===== src/rtl/ahb_rr_arbiter.sv =====
// ahb_rr_arbiter: round-robin AHB arbiter with lock and retry/split handover.
// Define ARB_TENURE_LIMIT_EN to force re-arbitration after MAX_TENURE NONSEQ transfers.
module ahb_rr_arbiter #(
  parameter int N              = 3,
  parameter int MST_W          = 4,
  parameter int DEFAULT_MASTER = 0,
  parameter int MAX_TENURE     = 8
) (
  input  logic             HCLK,
  input  logic             HRESET,
  input  logic [N-1:0]     HBUSREQ,
  input  logic [N-1:0]     HLOCK,
  input  logic [1:0]       HTRANS,
  input  logic             HREADY,
  input  logic [1:0]       HRESP,
  output logic [N-1:0]     HGRANT,
  output logic [MST_W-1:0] HMASTER,
  output logic             HMASTLOCK
);
  typedef enum logic [1:0] {PARK, OWN, LOCKED} state_t;
  localparam logic [MST_W-1:0] DEF     = MST_W'(DEFAULT_MASTER);
  localparam logic [MST_W-1:0] PTR_RST = MST_W'((DEFAULT_MASTER + 1) % N);
  localparam logic [N-1:0]     ONE     = N'(1);
  state_t state, state_n;
  logic [MST_W-1:0] ptr, win, gidx;
  logic [N-1:0] masked, req;
  logic retry, found, arb, own_req, own_lock, tenure_hit;
  assign retry    = HRESP[1];
  assign own_req  = |(HBUSREQ & HGRANT);
  assign own_lock = |(HLOCK & HGRANT);
  // a retried/split owner sits out one decision unless nobody else wants the bus
  assign masked = HBUSREQ & ~(retry ? HGRANT : '0);
  assign req    = (|masked) ? masked : HBUSREQ;
  always_comb begin
    gidx = '0;
    for (int i = 0; i < N; i++) gidx = HGRANT[i] ? MST_W'(i) : gidx;
  end
  // scan downward so the requester closest above ptr is the last one written
  always_comb begin
    win = DEF;
    found = 1'b0;
    for (int i = N - 1; i >= 0; i--)
      for (int j = 0; j < N; j++)
        if (req[j] && (int'(ptr) + i == j || int'(ptr) + i == j + N)) begin
          win = MST_W'(j);
          found = 1'b1;
        end
  end
`ifdef ARB_TENURE_LIMIT_EN
  localparam int TW = $clog2(MAX_TENURE + 1);
  logic [TW-1:0] tenure;
  logic unused_ok;
  always_ff @(posedge HCLK)
    if (HRESET) tenure <= '0;
    else if (HREADY)
      tenure <= (gidx != HMASTER) ? '0 :
                (HTRANS == 2'b10 && tenure != TW'(MAX_TENURE)) ? tenure + 1'b1 : tenure;
  // only the owner already in the address phase can expire, and only between bursts
  assign tenure_hit = tenure == TW'(MAX_TENURE) && gidx == HMASTER &&
                      |(HBUSREQ & ~HGRANT) && !HTRANS[0];
  assign unused_ok  = HRESP[0];
`else
  logic unused_ok;
  assign tenure_hit = 1'b0;
  assign unused_ok  = ^{HRESP[0], HTRANS, MAX_TENURE != 0};
`endif
  always_comb begin
    state_n = state;
    arb = 1'b0;
    if (HREADY) begin
      if (state == PARK) arb = |HBUSREQ;
      else if (retry) arb = 1'b1;
      else if (own_lock) state_n = LOCKED;
      else if (state == LOCKED) begin
        state_n = OWN;
        arb = !own_req;
      end else arb = !own_req || tenure_hit;
      if (arb) state_n = found ? OWN : PARK;
    end
  end
  always_ff @(posedge HCLK)
    if (HRESET) begin
      state     <= PARK;
      HGRANT    <= ONE << DEF;
      ptr       <= PTR_RST;
      HMASTER   <= DEF;
      HMASTLOCK <= 1'b0;
    end else begin
      state <= state_n;
      if (arb) begin
        HGRANT <= ONE << win;
        ptr    <= (win == MST_W'(N - 1)) ? '0 : win + 1'b1;
      end
      if (HREADY) begin
        HMASTER   <= gidx;
        HMASTLOCK <= own_lock && !retry;
      end
    end
endmodule


===== config.mk =====
export PLATFORM = sky130hd
export DESIGN_NAME = ahb_rr_arbiter
export DESIGN_NICKNAME = d
export VERILOG_FILES = /design/src/rtl/ahb_rr_arbiter.sv
export SDC_FILE = /design/constraint.sdc
export NUM_CORES = 1
export LEC_CHECK = 0
export ABC_CLOCK_PERIOD_IN_PS = 2100
export CORE_MARGIN = 2
export CORE_UTILIZATION = 40
export DETAILED_ROUTE_END_ITERATION = 6
export GPL_ROUTABILITY_DRIVEN = 0
export PLACE_DENSITY = 0.7
export RECOVER_POWER = 100
export SYNTH_ARGS = -nofsm -noshare
export SYNTH_HDL_FRONTEND = slang
export SYNTH_SLANG_ARGS = --single-unit

===== constraint.sdc =====
create_clock -name HCLK -period 2.1 [get_ports HCLK]
set_clock_uncertainty 0.2 [all_clocks]
set_input_delay 0.63 -clock HCLK [delete_from_list [all_inputs] [get_ports HCLK]]
set_output_delay 0.63 -clock HCLK [all_outputs]
set_load 0.1 [all_outputs]

Yosys cells after proc, flatten, opt, wreduce, memory -nomap -nowiden --
Cells that the tools add are included. Widths: inputs -> output; s select.
Operators by class: mux-type cells 33, shift-type cells 1, add/sub/neg operators 3, reductions and logical operators 31, equality and inequality tests 19, bitwise gates (word level) 4
Operators with widths (count):
- $eq 32x3->1 const B | 4
- $logic_not 32->1 | 3
- $eq 32x2->1 const B | 2
- $eq 32x4->1 const B | 2
- $mux 4 | 8
- $mux 1 | 17
- $mux 2 | 6
- $reduce_or 3->1 | 4
- $eq 5x3->1 const B | 2
- $logic_and 1x1->1 | 10
- $and 3x3->3 | 3
- $logic_or 1x1->1 | 9
- $eq 4x2->1 const B | 2
- $eq 4x3->1 const B | 2
- $eq 4x4->1 const B | 2
- $mux 3 | 2
- $add 4x1->5 const B | 1
- $add 4x2->5 const B | 1
- $add 4x1->4 const B | 1
- $ne 2x1->1 const B | 2
- $reduce_and 4->1 | 1
- $shl 1x4->3 const A | 1
- $not 3->3 | 1
- $reduce_bool 3->1 | 1
- other kinds (3) | 4
Word-level totals: bits of input ports 13, register bits after elaboration 14, logic and storage cells 96, output and inout bits 8

Depth between registers and ports, before layout --
depth after elaboration 17, depth in mapped cells 9, depth with buffers taken out 8

Worst setup path before layout --
Ideal clock, no wire load.
kind register to register, start reg ptr[1], end reg ptr[1], arrival time 1.937 ns, library setup time 0.092 ns, clock period less this slack 2.229 ns, cell stages (with the launch flop) 10, buffers on the path 1, slack -0.129 ns, cell sequence dfxtp_1 buf_2 and2_1 ha_1 nand2_1 a21oi_1 and3_1 a311o_1 a311o_1 o32ai_1
On the way: longest elaborated chain between the ends 14, elaborated cells on any way between the ends 45, those cells by class add/sub (3); eq/ne (15); mux (9); reduce/logical (18)
Ends and longest elaborated chain:
- start: declaration | line 25 | logic [MST_W-1:0] ptr, win, gidx;
- start signal: assignment | line 92 | ptr <= (win == MST_W'(N - 1)) ? '0 : win + 1'b1;
- $add 4x2->5 | line 44 | if (req[j] && (int'(ptr) + i == j || int'(ptr) + i == j + N)) begin
- $eq 32x2->1 / $eq 32x4->1 (equally long branches) | line 44
- $logic_or 1x1->1 | line 44
- $logic_and 1x1->1 | line 44
- $mux 1 | line 44
- $mux 4 (6 in series) | line 44
- $mux 4 * | line 44
- $add 4x1->4 / $eq 4x2->1 (equally long branches) | line 92
- $mux 4 * | line 92
Mark *: on every way between the ends. The rest lies on a longest branch, timed or not. A chain may end at the register's enable or synchronous reset.

Worst setup path in the final report --
Ends and elaborated chain as after synthesis.

==> results.json <==
{
  "place_hpwl_mm": 1.934,
  "fillers": 153,
  "synthXorXnorAreaFrac_pct": 1.074,
  "fin_crit_sh_pct": 104.0,
  "coreArea_um2": 1942,
  "crit_type": "reg -> reg",
  "layout_min_cycle_time_ns": 2.184,
  "wl_per_cell_um": 15.67,
  "cp.required_ns": 2.03,
  "fp.dieH_um": 49.16,
  "cts_hold_buffers": 0,
  "grt_pass1_wl_mm": 4.491,
  "violations": "setup timing",
  "vias": 1026,
  "maxCapViolCount": 0,
  "holdWs_ns": 0.2743,
  "first_iter_violations": 34,
  "clkTransAtPathRegs_ns": 0.06,
  "antennaDiodeCount": 0,
  "fmax_ghz": 0.4579,
  "arrival_ns": 2.12,
  "grt_use_met2_pct": 41.44,
  "ys.flop_type": "dfxtp_1",
  "worstRegToRegCells": 7,
  "clock_latency_ns": 0.26,
  "synth_common_cells": "9 x a21oi_1, 9 x dfxtp_1, 9 x nor2_1",
  "final_cells": 178,
  "numCtsBuffers": 3,
  "worstPathMaxFanout": 8,
  "grt_use_met1_pct": 29.14,
  "drc": 0,
  "use_met3_pct": 5.521,
  "hold_depth": 2,
  "design.portCount": 21,
  "cellLeakagePower_uw": 0.0005902,
  "rsz0062_at_grt": "yes",
  "ys_warn_count": 0,
  "vias_per_cell": 5.764,
  "r2r_end": "ptr[1]",
  "synthArstFlopShare_pct": 0,
  "multi_input_area_um2": 649.4,
  "report.final.hold_viol_count": 0,
  "synth.yosys.seq_area_share_pct": 22.09,
  "vdd_ir_drop_max_mv": 0.4195,
  "synth_top_family_by_area": "compound AO/OA/AOI/OAI gates",
  "maxSlewViolCount": 0,
  "dr.pass1.iters": 4,
  "layout.area.seq_um2": 188.9,
  "num_rows": 16,
  "yosys_register_bits": 9,
  "cts_max_path_buffers": 2,
  "drive_gt1_share_pct": 50.99,
  "cts_root_buf": "clkbuf_4",
  "synth_simple_gate_area_share_pct": 23.62,
  "yosys.area.top_type": "dfxtp_1",
  "power_density_nw_per_um2": 609.5,
  "cp_slowest_cell": "o211ai_1",
  "ys_types": 44,
  "worst_pin_slew_ns": 0.5442,
  "synth.area.mux_share_pct": 3.834,
  "setup_ws_ns": -0.08373,
  "fin_nets": 168,
  "io_buffers": 15,
  "cp-start-kind": "flip-flop",
  "mappedNetlistArea_um2": 815.8,
  "area_delta_synth_final_pct": 64.88,
  "grt_max_degree": 9,
  "reg2reg_slack_ns": -0.08,
  "cts_max_level": 1,
  "synth.avg_cell_area_um2": 7.769,
  "hold_class": "reg -> reg",
  "finalWirelength_mm": 2.789,
  "worst_setup_path_end_kind": "flip-flop",
  "syn_inst": 105,
  "track_usage_pct": 23.66,
  "slowest_delay_ns": 0.42,
  "hold_start": "HMASTER[0]",
  "antenna_left": 0,
  "synth_edf_count": 0,
  "synthAdderAreaFrac_pct": 4.601,
  "cp_top_family": "compound AO/OA/AOI/OAI gates",
  "r2r-start": "ptr[1]",
  "grt_pass1_vias": 1016,
  "clock_sinks": 9,
  "status": "finished, violations left",
  "die_x_um": 49.16,
  "cts_tree": "done",
  "synth_compound_area_share_pct": 33.90,
  "whs_endpoint": "HMASTER[0]",
  "grt.busiest_layer": "met2",
  "synth_top_area_share_pct": 22.09,
  "setup_viol": 4,
  "grt.overflow.total": 0,
  "relSlewSlack_pct": 63.87,
  "path_buf_inv": 1,
  "synthTopCellsByArea": "dfxtp_1 22%, a21oi_1 5.5%, buf_4 4.6%",
  "die-area_um2": 2417,
  "start_util_pct": 42.01,
  "place_inst": 163,
  "path_cells": "buf_6 -> and2b_2 -> o211ai_1 -> and3_1 -> nand4_1 -> o211ai_2 -> o32ai_1",
  "grt_antenna_before_repair": 0
}
cell type report:
class,count,area share (%)
Sequential cell,9,14.05
Timing Repair Buffer,50,31.53
Tap cell,27,2.512
Inverter,6,1.674
Clock buffer,4,1.953
Multi-Input combinational cell,82,48.28
worst max-delay path by stage:
stage                end  slack, ns  cells after the start        from
2_1_floorplan  HGRANT[2]      -0.07                      6    HLOCK[0]
3_3_place_gp      ptr[1]      -0.60                      7  HBUSREQ[1]
3_5_place_dp      ptr[1]      -0.62                      7  HBUSREQ[1]
4_1_cts        HGRANT[0]      -0.04                      7    HLOCK[0]
5_1_grt        HGRANT[2]      -0.20                      7      ptr[1]
6_report          ptr[1]      -0.08                      7      ptr[1]
routing by layer:
| layer | up-vias | wire length [um] |
|---|---|---|
| li1 | 491 | - |
| met1 | 472 | 1140 |
| met2 | 55 | 1386 |
| met3 | 8 | 226 |
| met4 | 0 | 35 |
| met5 | - | 0 |
cells in the final DEF (no fill, tap or decap), types with 3 or more instances in the layout:
cell	count
buf_6	9
nand2_1	3
buf_4	27
a211oi_2	3
nor3_1	4
nor2_1	8
a21oi_2	4
o211ai_1	3
nand3_1	3
dfxtp_1	6
clkbuf_4	4
clkbuf_2	4
nand4_1	3
inv_1	6
a21oi_1	5
logic make-up (layout without fill, tap and decap cells):
group	count (synthesis)	after routing
AOI/OAI and AO/OA	36	36
xor gates and xnor gates	1	1
adders and majority gates	3	3
buffers and inverters	15	60
DFF	9	9
muxes	3	3
other	1	2
and+or+nand+nor	37	37
where the power goes:
part	total, uW	internal [uW]	switching, uW
sequential	202	186	15.5
clock	133	73.2	60.1
combinational	485	214	271
total	820	473	346
worst register-to-register path: cells and delay by family (launching register included):
kind,cells,cell delay (ns)
DFF,1,0.37
AOI/OAI and AO/OA,3,0.69
and+or+nand+nor,3,0.66
buffers and inverters,1,0.14
per-stage QoR:
step                      power [uW]  instance area (um^2)  util [%]  setup WS, ns   TNS, ns
final                          819.8                  1345     69.27      -0.08373   -0.2083
after global routing           865.5                  1345     69.27       -0.1965   -0.7312
after CTS                      797.4                  1328     68.36      -0.04015  -0.04130
after detailed placement       614.9                  1200     61.79       -0.6194    -3.042
after global placement         606.3                  1200     61.79       -0.6002    -2.796
after floorplan                470.1                 844.6         -      -0.06831   -0.1965
sequential cells by signal, indices dropped and copies added (netlist names):
signal and flops:
ptr 2, state 2, HMASTLOCK 1, HGRANT 2
HMASTER 2
repair_timing:
item	in CTS	in global routing
pin swaps	9	17
gates resized for setup	33	24
setup buffers	11	2
setup endpoints to repair	6	7
Note: power is estimated with default switching activity, not from simulation.
